### src/rtl/sseg_pkg.sv
// Shared constants and types for the 7-segment scan multiplexer.
package sseg_pkg;

    localparam int MIN_DIGITS = 2;
    localparam int MAX_DIGITS = 8;
    localparam int NIBBLE_W   = 4;

    localparam logic [MAX_DIGITS-1:0] ANODES_OFF = '1;
    localparam logic                  DP_OFF     = 1'b1;

    typedef enum logic {
        BLANK = 1'b0,
        ON    = 1'b1
    } slot_state_t;

endpackage

### src/rtl/sseg_scan_tick_gen.sv
// Slot timebase: cycles within a digit slot (cnt) and the digit being scanned (idx).
module scan_tick_gen
    import sseg_pkg::*;
#(
    parameter int NUM_DIGITS  = 8,
    parameter int DIGIT_TICKS = 100000,
    parameter int BLANK_TICKS = 2000
) (
    input  logic                          clk,
    input  logic                          rst_n,
    output logic [$clog2(NUM_DIGITS)-1:0] idx_o,
    output slot_state_t                   slot_state_o,
    output logic                          slot_last_o,
    output logic                          frame_last_o,
    output logic                          frame_first_o
);

    localparam int CNT_W = (DIGIT_TICKS > 1) ? $clog2(DIGIT_TICKS) : 1;
    localparam int IDX_W = $clog2(NUM_DIGITS);

    localparam logic [CNT_W-1:0] CNT_LAST  = CNT_W'(DIGIT_TICKS - 1);
    localparam logic [CNT_W-1:0] BLANK_END = CNT_W'(BLANK_TICKS);
    localparam logic [IDX_W-1:0] IDX_LAST  = IDX_W'(NUM_DIGITS - 1);

    logic [CNT_W-1:0] cnt_q, cnt_d;
    logic [IDX_W-1:0] idx_q, idx_d;

    always_comb begin
        slot_last_o   = (cnt_q == CNT_LAST);
        frame_last_o  = slot_last_o && (idx_q == IDX_LAST);
        frame_first_o = (cnt_q == '0) && (idx_q == '0);
        slot_state_o  = (cnt_q < BLANK_END) ? BLANK : ON;

        cnt_d = cnt_q + 1'b1;
        idx_d = idx_q;
        if (slot_last_o) begin
            cnt_d = '0;
            idx_d = (idx_q == IDX_LAST) ? '0 : idx_q + 1'b1;
        end
    end

    always_ff @(posedge clk or negedge rst_n) begin
        if (!rst_n) begin
            cnt_q <= '0;
            idx_q <= '0;
        end else begin
            cnt_q <= cnt_d;
            idx_q <= idx_d;
        end
    end

    assign idx_o = idx_q;

endmodule

### src/rtl/sseg_scan_mux.sv
// Time-multiplexed 8-digit common-anode scanner with blanking, leading-zero
// suppression and frame-aligned (tear-free) value updates.
module sseg_scan_mux
    import sseg_pkg::*;
#(
    parameter int NUM_DIGITS  = 8,
    parameter int DIGIT_TICKS = 100000,
    parameter int BLANK_TICKS = 2000,
    parameter bit LZ_SUPPRESS = 1'b1
) (
    input  logic                           clk,
    input  logic                           rst_n,
    input  logic [NIBBLE_W*NUM_DIGITS-1:0] value,
    input  logic [NUM_DIGITS-1:0]          dp_in,
    input  logic [NUM_DIGITS-1:0]          digit_en,
    input  logic                           load,
    output logic                           load_ack,
    output logic [NIBBLE_W-1:0]            nibble,
    output logic [NUM_DIGITS-1:0]          an,
    output logic                           dp_n,
    output logic                           frame_start
);

    localparam int IDX_W = $clog2(NUM_DIGITS);
    localparam int VAL_W = NIBBLE_W * NUM_DIGITS;

    if (NUM_DIGITS < MIN_DIGITS || NUM_DIGITS > MAX_DIGITS) begin : g_bad_digits
        $error("sseg_scan_mux: NUM_DIGITS out of range");
    end
    if (DIGIT_TICKS < BLANK_TICKS + 1) begin : g_bad_ticks
        $error("sseg_scan_mux: DIGIT_TICKS must exceed BLANK_TICKS");
    end

    logic [IDX_W-1:0] idx;
    slot_state_t      slot_state;
    logic             slot_last;
    logic             frame_last;
    logic             frame_first;

    scan_tick_gen #(
        .NUM_DIGITS  (NUM_DIGITS),
        .DIGIT_TICKS (DIGIT_TICKS),
        .BLANK_TICKS (BLANK_TICKS)
    ) u_tick (
        .clk           (clk),
        .rst_n         (rst_n),
        .idx_o         (idx),
        .slot_state_o  (slot_state),
        .slot_last_o   (slot_last),
        .frame_last_o  (frame_last),
        .frame_first_o (frame_first)
    );

    logic [VAL_W-1:0]      stg_val_q, stg_val_d, shd_val_q, shd_val_d;
    logic [NUM_DIGITS-1:0] stg_dp_q, stg_dp_d, shd_dp_q, shd_dp_d;
    logic [NUM_DIGITS-1:0] stg_en_q, stg_en_d, shd_en_q, shd_en_d;
    logic                  pending_q, pending_d;
    logic [NIBBLE_W-1:0]   nibble_q, nibble_d;
    logic [NUM_DIGITS-1:0] an_q, an_d;
    logic                  dp_n_q, dp_n_d;
    logic                  load_ack_q, load_ack_d;
    logic                  frame_start_q, frame_start_d;

    logic [NIBBLE_W-1:0]   digits [NUM_DIGITS];
    logic [NUM_DIGITS-1:0] zero_from;
    logic                  all_zero;
    logic                  commit;
    logic                  suppressed;
    logic                  lit;

    for (genvar g = 0; g < NUM_DIGITS; g++) begin : g_digits
        assign digits[g] = shd_val_q[g*NIBBLE_W +: NIBBLE_W];
    end

    // zero_from[i] is set when every shadow digit from i up to the MSD is zero.
    always_comb begin
        all_zero  = 1'b1;
        zero_from = '0;
        for (int i = NUM_DIGITS - 1; i >= 0; i--) begin
            all_zero     = all_zero && (digits[i] == '0);
            zero_from[i] = all_zero;
        end
    end

    always_comb begin
        commit    = frame_last && pending_q;

        stg_val_d = stg_val_q;
        stg_dp_d  = stg_dp_q;
        stg_en_d  = stg_en_q;
        pending_d = pending_q;
        shd_val_d = shd_val_q;
        shd_dp_d  = shd_dp_q;
        shd_en_d  = shd_en_q;

        // A load in the commit cycle lands after the commit has taken the old staging.
        if (load) begin
            stg_val_d = value;
            stg_dp_d  = dp_in;
            stg_en_d  = digit_en;
            pending_d = 1'b1;
        end else if (commit) begin
            pending_d = 1'b0;
        end

        if (commit) begin
            shd_val_d = stg_val_q;
            shd_dp_d  = stg_dp_q;
            shd_en_d  = stg_en_q;
        end

        suppressed = !shd_en_q[idx] ||
                     (LZ_SUPPRESS && (idx != '0) && zero_from[idx]);
        lit        = (slot_state == ON) && !suppressed;

        nibble_d      = digits[idx];
        an_d          = ANODES_OFF[NUM_DIGITS-1:0];
        dp_n_d        = DP_OFF;
        if (lit) begin
            an_d[idx] = 1'b0;
            dp_n_d    = ~shd_dp_q[idx];
        end
        load_ack_d    = commit;
        frame_start_d = frame_first;
    end

    // Enables come out of reset all-on so a freshly reset display shows 0.
    always_ff @(posedge clk or negedge rst_n) begin
        if (!rst_n) begin
            stg_val_q     <= '0;
            stg_dp_q      <= '0;
            stg_en_q      <= '1;
            pending_q     <= 1'b0;
            shd_val_q     <= '0;
            shd_dp_q      <= '0;
            shd_en_q      <= '1;
            nibble_q      <= '0;
            an_q          <= ANODES_OFF[NUM_DIGITS-1:0];
            dp_n_q        <= DP_OFF;
            load_ack_q    <= 1'b0;
            frame_start_q <= 1'b0;
        end else begin
            stg_val_q     <= stg_val_d;
            stg_dp_q      <= stg_dp_d;
            stg_en_q      <= stg_en_d;
            pending_q     <= pending_d;
            shd_val_q     <= shd_val_d;
            shd_dp_q      <= shd_dp_d;
            shd_en_q      <= shd_en_d;
            nibble_q      <= nibble_d;
            an_q          <= an_d;
            dp_n_q        <= dp_n_d;
            load_ack_q    <= load_ack_d;
            frame_start_q <= frame_start_d;
        end
    end

    assign nibble      = nibble_q;
    assign an          = an_q;
    assign dp_n        = dp_n_q;
    assign load_ack    = load_ack_q;
    assign frame_start = frame_start_q;

endmodule

### config.mk
export PLATFORM = sky130hd
export DESIGN_NAME = sseg_scan_mux
export DESIGN_NICKNAME = d
export VERILOG_FILES = /design/src/rtl/sseg_pkg.sv /design/src/rtl/sseg_scan_tick_gen.sv /design/src/rtl/sseg_scan_mux.sv
export SDC_FILE = /design/constraint.sdc
export NUM_CORES = 1
export LEC_CHECK = 0
export BUFFER_PORTS_ARGS = -buffer_cell sky130_fd_sc_hd__buf_2
export CAP_MARGIN = 10
export CORE_MARGIN = 5
export CORE_UTILIZATION = 44
export CTS_CLUSTER_SIZE = 30
export DETAILED_ROUTE_END_ITERATION = 10
export SETUP_SLACK_MARGIN = 0.5
export SLEW_MARGIN = 40
export SYNTH_ARGS = -nofsm -noshare
export SYNTH_HDL_FRONTEND = slang
export SYNTH_SLANG_ARGS = --single-unit
### constraint.sdc
create_clock -name clk -period 3.1 [get_ports clk]
set_input_delay 0.155 -clock clk [delete_from_list [all_inputs] [get_ports clk]]
set_output_delay 0.155 -clock clk [all_outputs]
set_load 0.01 [all_outputs]
==> results of run 1 <==
==> critical path: cells and delay by family, from the launching register on <==
family	cells	cell delay [ns]
simple gates	3	0.68
fa+ha+maj	1	0.33
buf+inv	2	0.52
flops	1	0.43
compound gates	2	0.30
==> kinds of logic after synthesis <==
family	after synthesis
flip-flops	132
buffers and inverters	28
XOR/XNOR	13
AND/OR/NAND/NOR	100
adder cells (fa/ha/maj)	5
AO/OA/AOI/OAI	24
multiplexers	113
==> final cells by class <==
type,count,area (um^2),area share (%)
Sequential cell,132,3330,45.1
Multi-Input combinational cell,255,2310,31.2
Timing Repair Buffer,120,878,11.9
Clock buffer,24,492,6.65
Tap cell,172,215,2.91
Clock inverter,8,146,1.98
Inverter,7,26.3,0.355
==> registers in the layout, indices dropped and copies added (netlist names) <==
register	flops
shd_val_q	32
stg_val_q	32
u_tick.cnt_q	17
an	8
shd_dp_q	8
shd_en_q	8
stg_dp_q	8
stg_en_q	8
nibble	4
u_tick.idx_o	3
dp_n	1
frame_start	1
load_ack	1
pending_q	1
==> worst paths after layout <==
path                                 start          endpoint  depth (start not counted)
hold / removal                        load         pending_q                          2
setup / recovery           u_tick.idx_o[0]             an[0]                          8
hold reg to reg                stg_dp_q[6]       stg_dp_q[6]                          1
setup reg to reg           u_tick.idx_o[0]             an[0]                          8
max in group asynchronous            rst_n  u_tick.cnt_q[15]                          3
min in group asynchronous            rst_n  u_tick.cnt_q[12]                          3
==> cells in the final DEF (no fill, tap or decap), types with 5 or more instances in the layout <==
cell type and instances:
or4_1 6, nand3_1 9, xor2_1 6, dlygate4sd3_1 49, mux2i_1 6, o21ai_0 6, nor2_1 18, mux2_2 81
dfstp_2 25, xnor2_1 7, inv_1 6, ha_1 5, nor4_1 9, mux2_4 20, dfrtp_1 107, nand2_1 27
buf_2 63, clkbuf_16 17, mux4_2 6, buf_4 7
==> per-layer routing <==
metal,vias up,global-route usage (%)
met1,1834,20.9
met3,20,5.32
met5,-,0
met4,0,6.45
met2,81,25.5
li1,1749,-
==> stage by stage <==
stage,setup slack (ns),hold WS (ns),cells
final,0.771,0.347,718
after global routing,0.542,0.348,718
after CTS,0.779,0.331,718
after detailed placement,0.819,0.324,637
after global placement,0.901,0.323,637
after floorplan,1.11,-0.141,415
==> power breakdown <==
part	switching (uW)	internal, uW	total, uW
clock	703	1430	2130
sequential	35.2	1800	1830
combinational	73.3	122	195
==> repair_timing <==
item	CTS	global route
endpoints found under the setup margin	0	0
endpoints found under the hold margin	155	0
hold buffers	49	0
==> impl_metrics.ini, run 1 <==
[worst_setup_path]
end_kind = flop
startpoint_type = flop
reg2reg_slack_ns = 0.77
arrival_ns = 2.69
required_ns = 3.46
path_cells = buf_4 > clkinv_1 > ha_1 > nor4_1 > o2111ai_1 > o211ai_1 > and3_1 > or4b_1
crit_type = flop to flop
max_stage_delay_ns = 0.43
critical-path-slowest-cell = dfrtp_1
cp_max_fo = 16

[die]
die_h_um = 125
fp.dieArea_um2 = 15500
coreArea_um2 = 12800
ios = 66
num_rows = 41
start_util_pct = 45.3
die_w_um = 125

[sta]
tns_ns = 0
period_share_pct = 75.1
period_minus_slack_ns = 2.33
rsz0062_at_grt = false
drv_slew = 0
fmax_ghz = 0.429
max_slew_margin_pct = 52.1
setup_viol = 0
worst_pin_slew_ns = 0.718
fin_skew_ns = 0.0124
finalHoldViolations = 0

[layout]
area_delta_synth_final_pct = 28.0
diodes = 0
fill_cells = 1016
final_area_um2 = 7400
nets = 589
layout-drive-gt1-share_pct = 43.6
utilization_pct = 57.9

[route]
drcViolationCount = 0
drt-met1-wl_um = 5250
ant_nets = 0
routed_wl_um = 11700
wl_met3_um = 488
top_layer = met4
via_count = 3684
detail_route.wl_per_cell_um = 16.2
firstDrtPassIters = 4
dr_wl_met2_um = 5720
first_iter_violations = 227
via_per_inst = 5.13

[yosys]
yosys.area_share.adder_pct = 1.08
syn_avg_cell_area_um2 = 13.9
yosysUniqueCellTypes = 53
ys.flop_type = dfrtp_1
synth_compound_area_share_pct = 2.86
synthMuxAreaShare_pct = 24.3
syn_area_um2 = 5780
ys_seq_area_share_pct = 57.7
synthXorXnorAreaFrac_pct = 1.97
netlist_instances = 415
synthArstFlopShare_pct = 100
synthSimpleGateAreaFrac_pct = 9.65
synth_edf_count = 0
synth_area_leaders = dfrtp_1 (46%), mux2_2 (16%), dfstp_2 (11%)
synth_most_common_cell = dfrtp_1
synth_top_family_by_area = multiplexers
synth_top_cell_area_share_pct = 46.3
ys_warn_count = 0
syn_nets = 471
synth_area_leader_cell = dfrtp_1
synth_seq_cells = 132
yosys-top-cells-count = dfrtp_1 (107), mux2_2 (81), nand2_1 (27)

[place]
dp_hpwl_um = 7690
gp_congestion = 0.826
port_buffers = 65
placedInstanceArea_um2 = 6270

[clock_tree]
clock_latency_ns = 0.42
post_cts.repair.setup_buffers = 0
cts_resized = 0
clk_pin_slew_worst_paths_ns = 0.05
clockBufferDepth = 2
cts_buffers = 17
cts.sinks = 132
cts_tree = done
cts-root-buf = clkbuf_16
htree_levels = 4

[status]
run_status = finished, final reports clean

[power_and_ir_drop]
power.density_nw_per_um2 = 562
leakage_uw = 0.00338
power_uw = 4160
ir_drop_v = 0.000350

[global_routing]
grt_pass1_vias = 3951
antenna_found_initial = 0
grt_pass1_wl_um = 20100
overflow = 0
grt_use_total_pct = 16.2
grt_max_degree = 133

[job]
maxCapViolCount = 0

[hold_path]
min_path_type = primary input to flop
Note: power is estimated with default switching activity, not from simulation.
==> inputs of run 2 (changes only) <==
- ABC_AREA: not set -> 1
- PLACE_DENSITY: not set -> 0.65
- clock period: 3.1 -> 1.95 ns (I/O delays scaled with it)
==> run 2 against run 1 <==
Clock-buffer cell count is 1 lower. Critical path depth is 5 higher. Final cell count is 53% higher. Setup slack worse by 0.69 ns. Via count is 48% higher. Sequential power is 59% higher. First-iteration DRC count is 79% higher. Highest routed layer unchanged.
==> impl_metrics.ini, run 2 <==
[yosys]
syn_avg_cell_area_um2 = 8.13
yosys-top-cells-count = nand2_1 (249), inv_1 (136), dfrtp_1 (107)
ys.flop_type = dfrtp_1
synth_area_leaders = dfrtp_1 (45%), nand2_1 (16%), dfstp_2 (11%)
synth_top_cell_area_share_pct = 44.8
synth_area_leader_cell = dfrtp_1
synth_edf_count = 0
yosysUniqueCellTypes = 30
syn_nets = 791
synth_most_common_cell = nand2_1
synthArstFlopShare_pct = 100
netlist_instances = 735
ys_warn_count = 0
syn_area_um2 = 5980
synth_seq_cells = 132
ys_seq_area_share_pct = 55.8

[sta]
period_share_pct = 95.6
fin_skew_ns = 0.0109
drv_slew = 0
setup_viol = 0
period_minus_slack_ns = 1.86
finalHoldViolations = 0
tns_ns = 0
fmax_ghz = 0.536
max_slew_margin_pct = 58.0
rsz0062_at_grt = true
worst_pin_slew_ns = 0.629

[global_routing]
antenna_found_initial = 0
grt_use_total_pct = 20.4
grt_max_degree = 49
grt_pass1_vias = 5404
overflow = 0
grt_pass1_wl_um = 26100

[route]
via_per_inst = 4.97
detail_route.wl_per_cell_um = 15.1
firstDrtPassIters = 5
routed_wl_um = 16600
dr_wl_met2_um = 8150
top_layer = met4
first_iter_violations = 406
ant_nets = 0
drt-met1-wl_um = 7030
wl_met3_um = 899
via_count = 5447
drcViolationCount = 0

[status]
run_status = finished, final reports clean

[die]
die_w_um = 127
die_h_um = 127
ios = 66
fp.dieArea_um2 = 16000
start_util_pct = 45.0
coreArea_um2 = 13300
num_rows = 42

[worst_setup_path]
r2r_cells = 13
startpoint_type = flop
critPathBufInv = 4
end_kind = flop
reg2reg_to = shd_val_q[13]
critical-path-slowest-cell = dfrtp_1
crit_top_cell = nor2_4
crit_type = flop to flop
cp_max_fo = 7
reg2reg_slack_ns = 0.09
crit_family = simple AND/OR/NAND/NOR gates
max_stage_delay_ns = 0.36
arrival_ns = 2.21
path_cells = ha_2 > nand2_2 > nor2_4 > inv_2 > nor2_4 > nand2_4 > nor2_4 > nand2_8 > buf_12 > clkbuf_16 > nand2_1 > o21ai_2 > inv_1
required_ns = 2.30
reg2reg_from = u_tick.cnt_q[0]

[layout]
final_area_um2 = 8790
layout-drive-gt1-share_pct = 32.4
top_regs = shd_val_q (32), stg_val_q (32), u_tick.cnt_q (17)
diodes = 0
final_cell_mix = nand2_1 (231), inv_1 (128), dfrtp_1 (106)
fill_cells = 985
area_delta_synth_final_pct = 47.0
nets = 964
final_common_cell = nand2_1

[place]
placedInstanceArea_um2 = 6560
gp_congestion = 0.931
port_buffers = 65
dp_hpwl_um = 9610

[clock_tree]
clockBufferDepth = 2
cts_buffers = 17
cts_tree = done
cts-root-buf = clkbuf_16
clock_latency_ns = 0.42
cts.sinks = 132
htree_levels = 4
clk_pin_slew_worst_paths_ns = 0.06

[job]
maxCapViolCount = 0

[hold_path]
min_path_type = primary input to async pin

[power_and_ir_drop]
leakage_uw = 0.00489
ir_drop_v = 0.000761
power.density_nw_per_um2 = 749
## run 2: layout make-up
cell class,count,area (um^2),share of cell area (%)
multi-input cells,442,2510,28.6
flip-flops and latches,132,3340,38.0
clock buffers,23,468,5.32
repair buffers,173,1550,17.7
inverters,142,551,6.26
well taps,176,220,2.51
clock inverters,8,150,1.71
## run 2: what timing repair did
action                                  in CTS  in global routing
hold buffers                                49                  0
buffers inserted                            20                 17
endpoints found under the hold margin       81                  0
resized for setup                           77                 99
pin swaps                                   19                 22
cloned                                       7                  3
endpoints found under the setup margin      74                 79
## run 2: where the power goes
part | total, uW | internal, uW | switching (uW)
Combinational | 316 | 154 | 162
Sequential | 2910 | 2840 | 68.5
Clock | 3350 | 2200 | 1150
Total | 6580 | 5200 | 1380
## run 2: cell families after synthesis
kind of cell | synth area share (%)
AOI/OAI and AO/OA | 8.04
xor gates and xnor gates | 0.879
adders and majority gates | 1.05
buffers and inverters | 10.9
DFF | 55.8
and+or+nand+nor | 23.3
## run 2: stage by stage
step	utilization (%)	instances	setup WS, ns	power (uW)	hold slack [ns]
global route	66.1	1096	-0.000224	6820	0.226
global placement	49.4	969	0.156	3180	0.0890
detailed placement	49.4	969	0.0300	3190	0.0972
floorplan	-	735	0.353	3020	-0.198
CTS	61.9	1076	0.171	6590	0.205
finish	66.1	1096	0.0854	6580	0.190
## run 2: worst max path at each step
stage / from / endpoint / slack, ns / cells past startpoint
final: u_tick.cnt_q[0] / shd_val_q[13] / 0.09 / 13
after global placement: u_tick.cnt_q[0] / shd_dp_q[4] / 0.16 / 12
after CTS: u_tick.cnt_q[1] / shd_val_q[16] / 0.17 / 12
after floorplan: u_tick.cnt_q[0] / shd_val_q[22] / 0.35 / 13
after detailed placement: u_tick.cnt_q[0] / shd_val_q[20] / 0.03 / 11
after global routing: u_tick.cnt_q[0] / shd_val_q[13] / -0.0002 / 13
## run 2: layer usage
layer	global-route usage, %	vias to the layer above
met4	8.01	0
met1	25.9	2612
met3	5.55	52
li1	-	2611
met2	33.2	172
met5	0	-
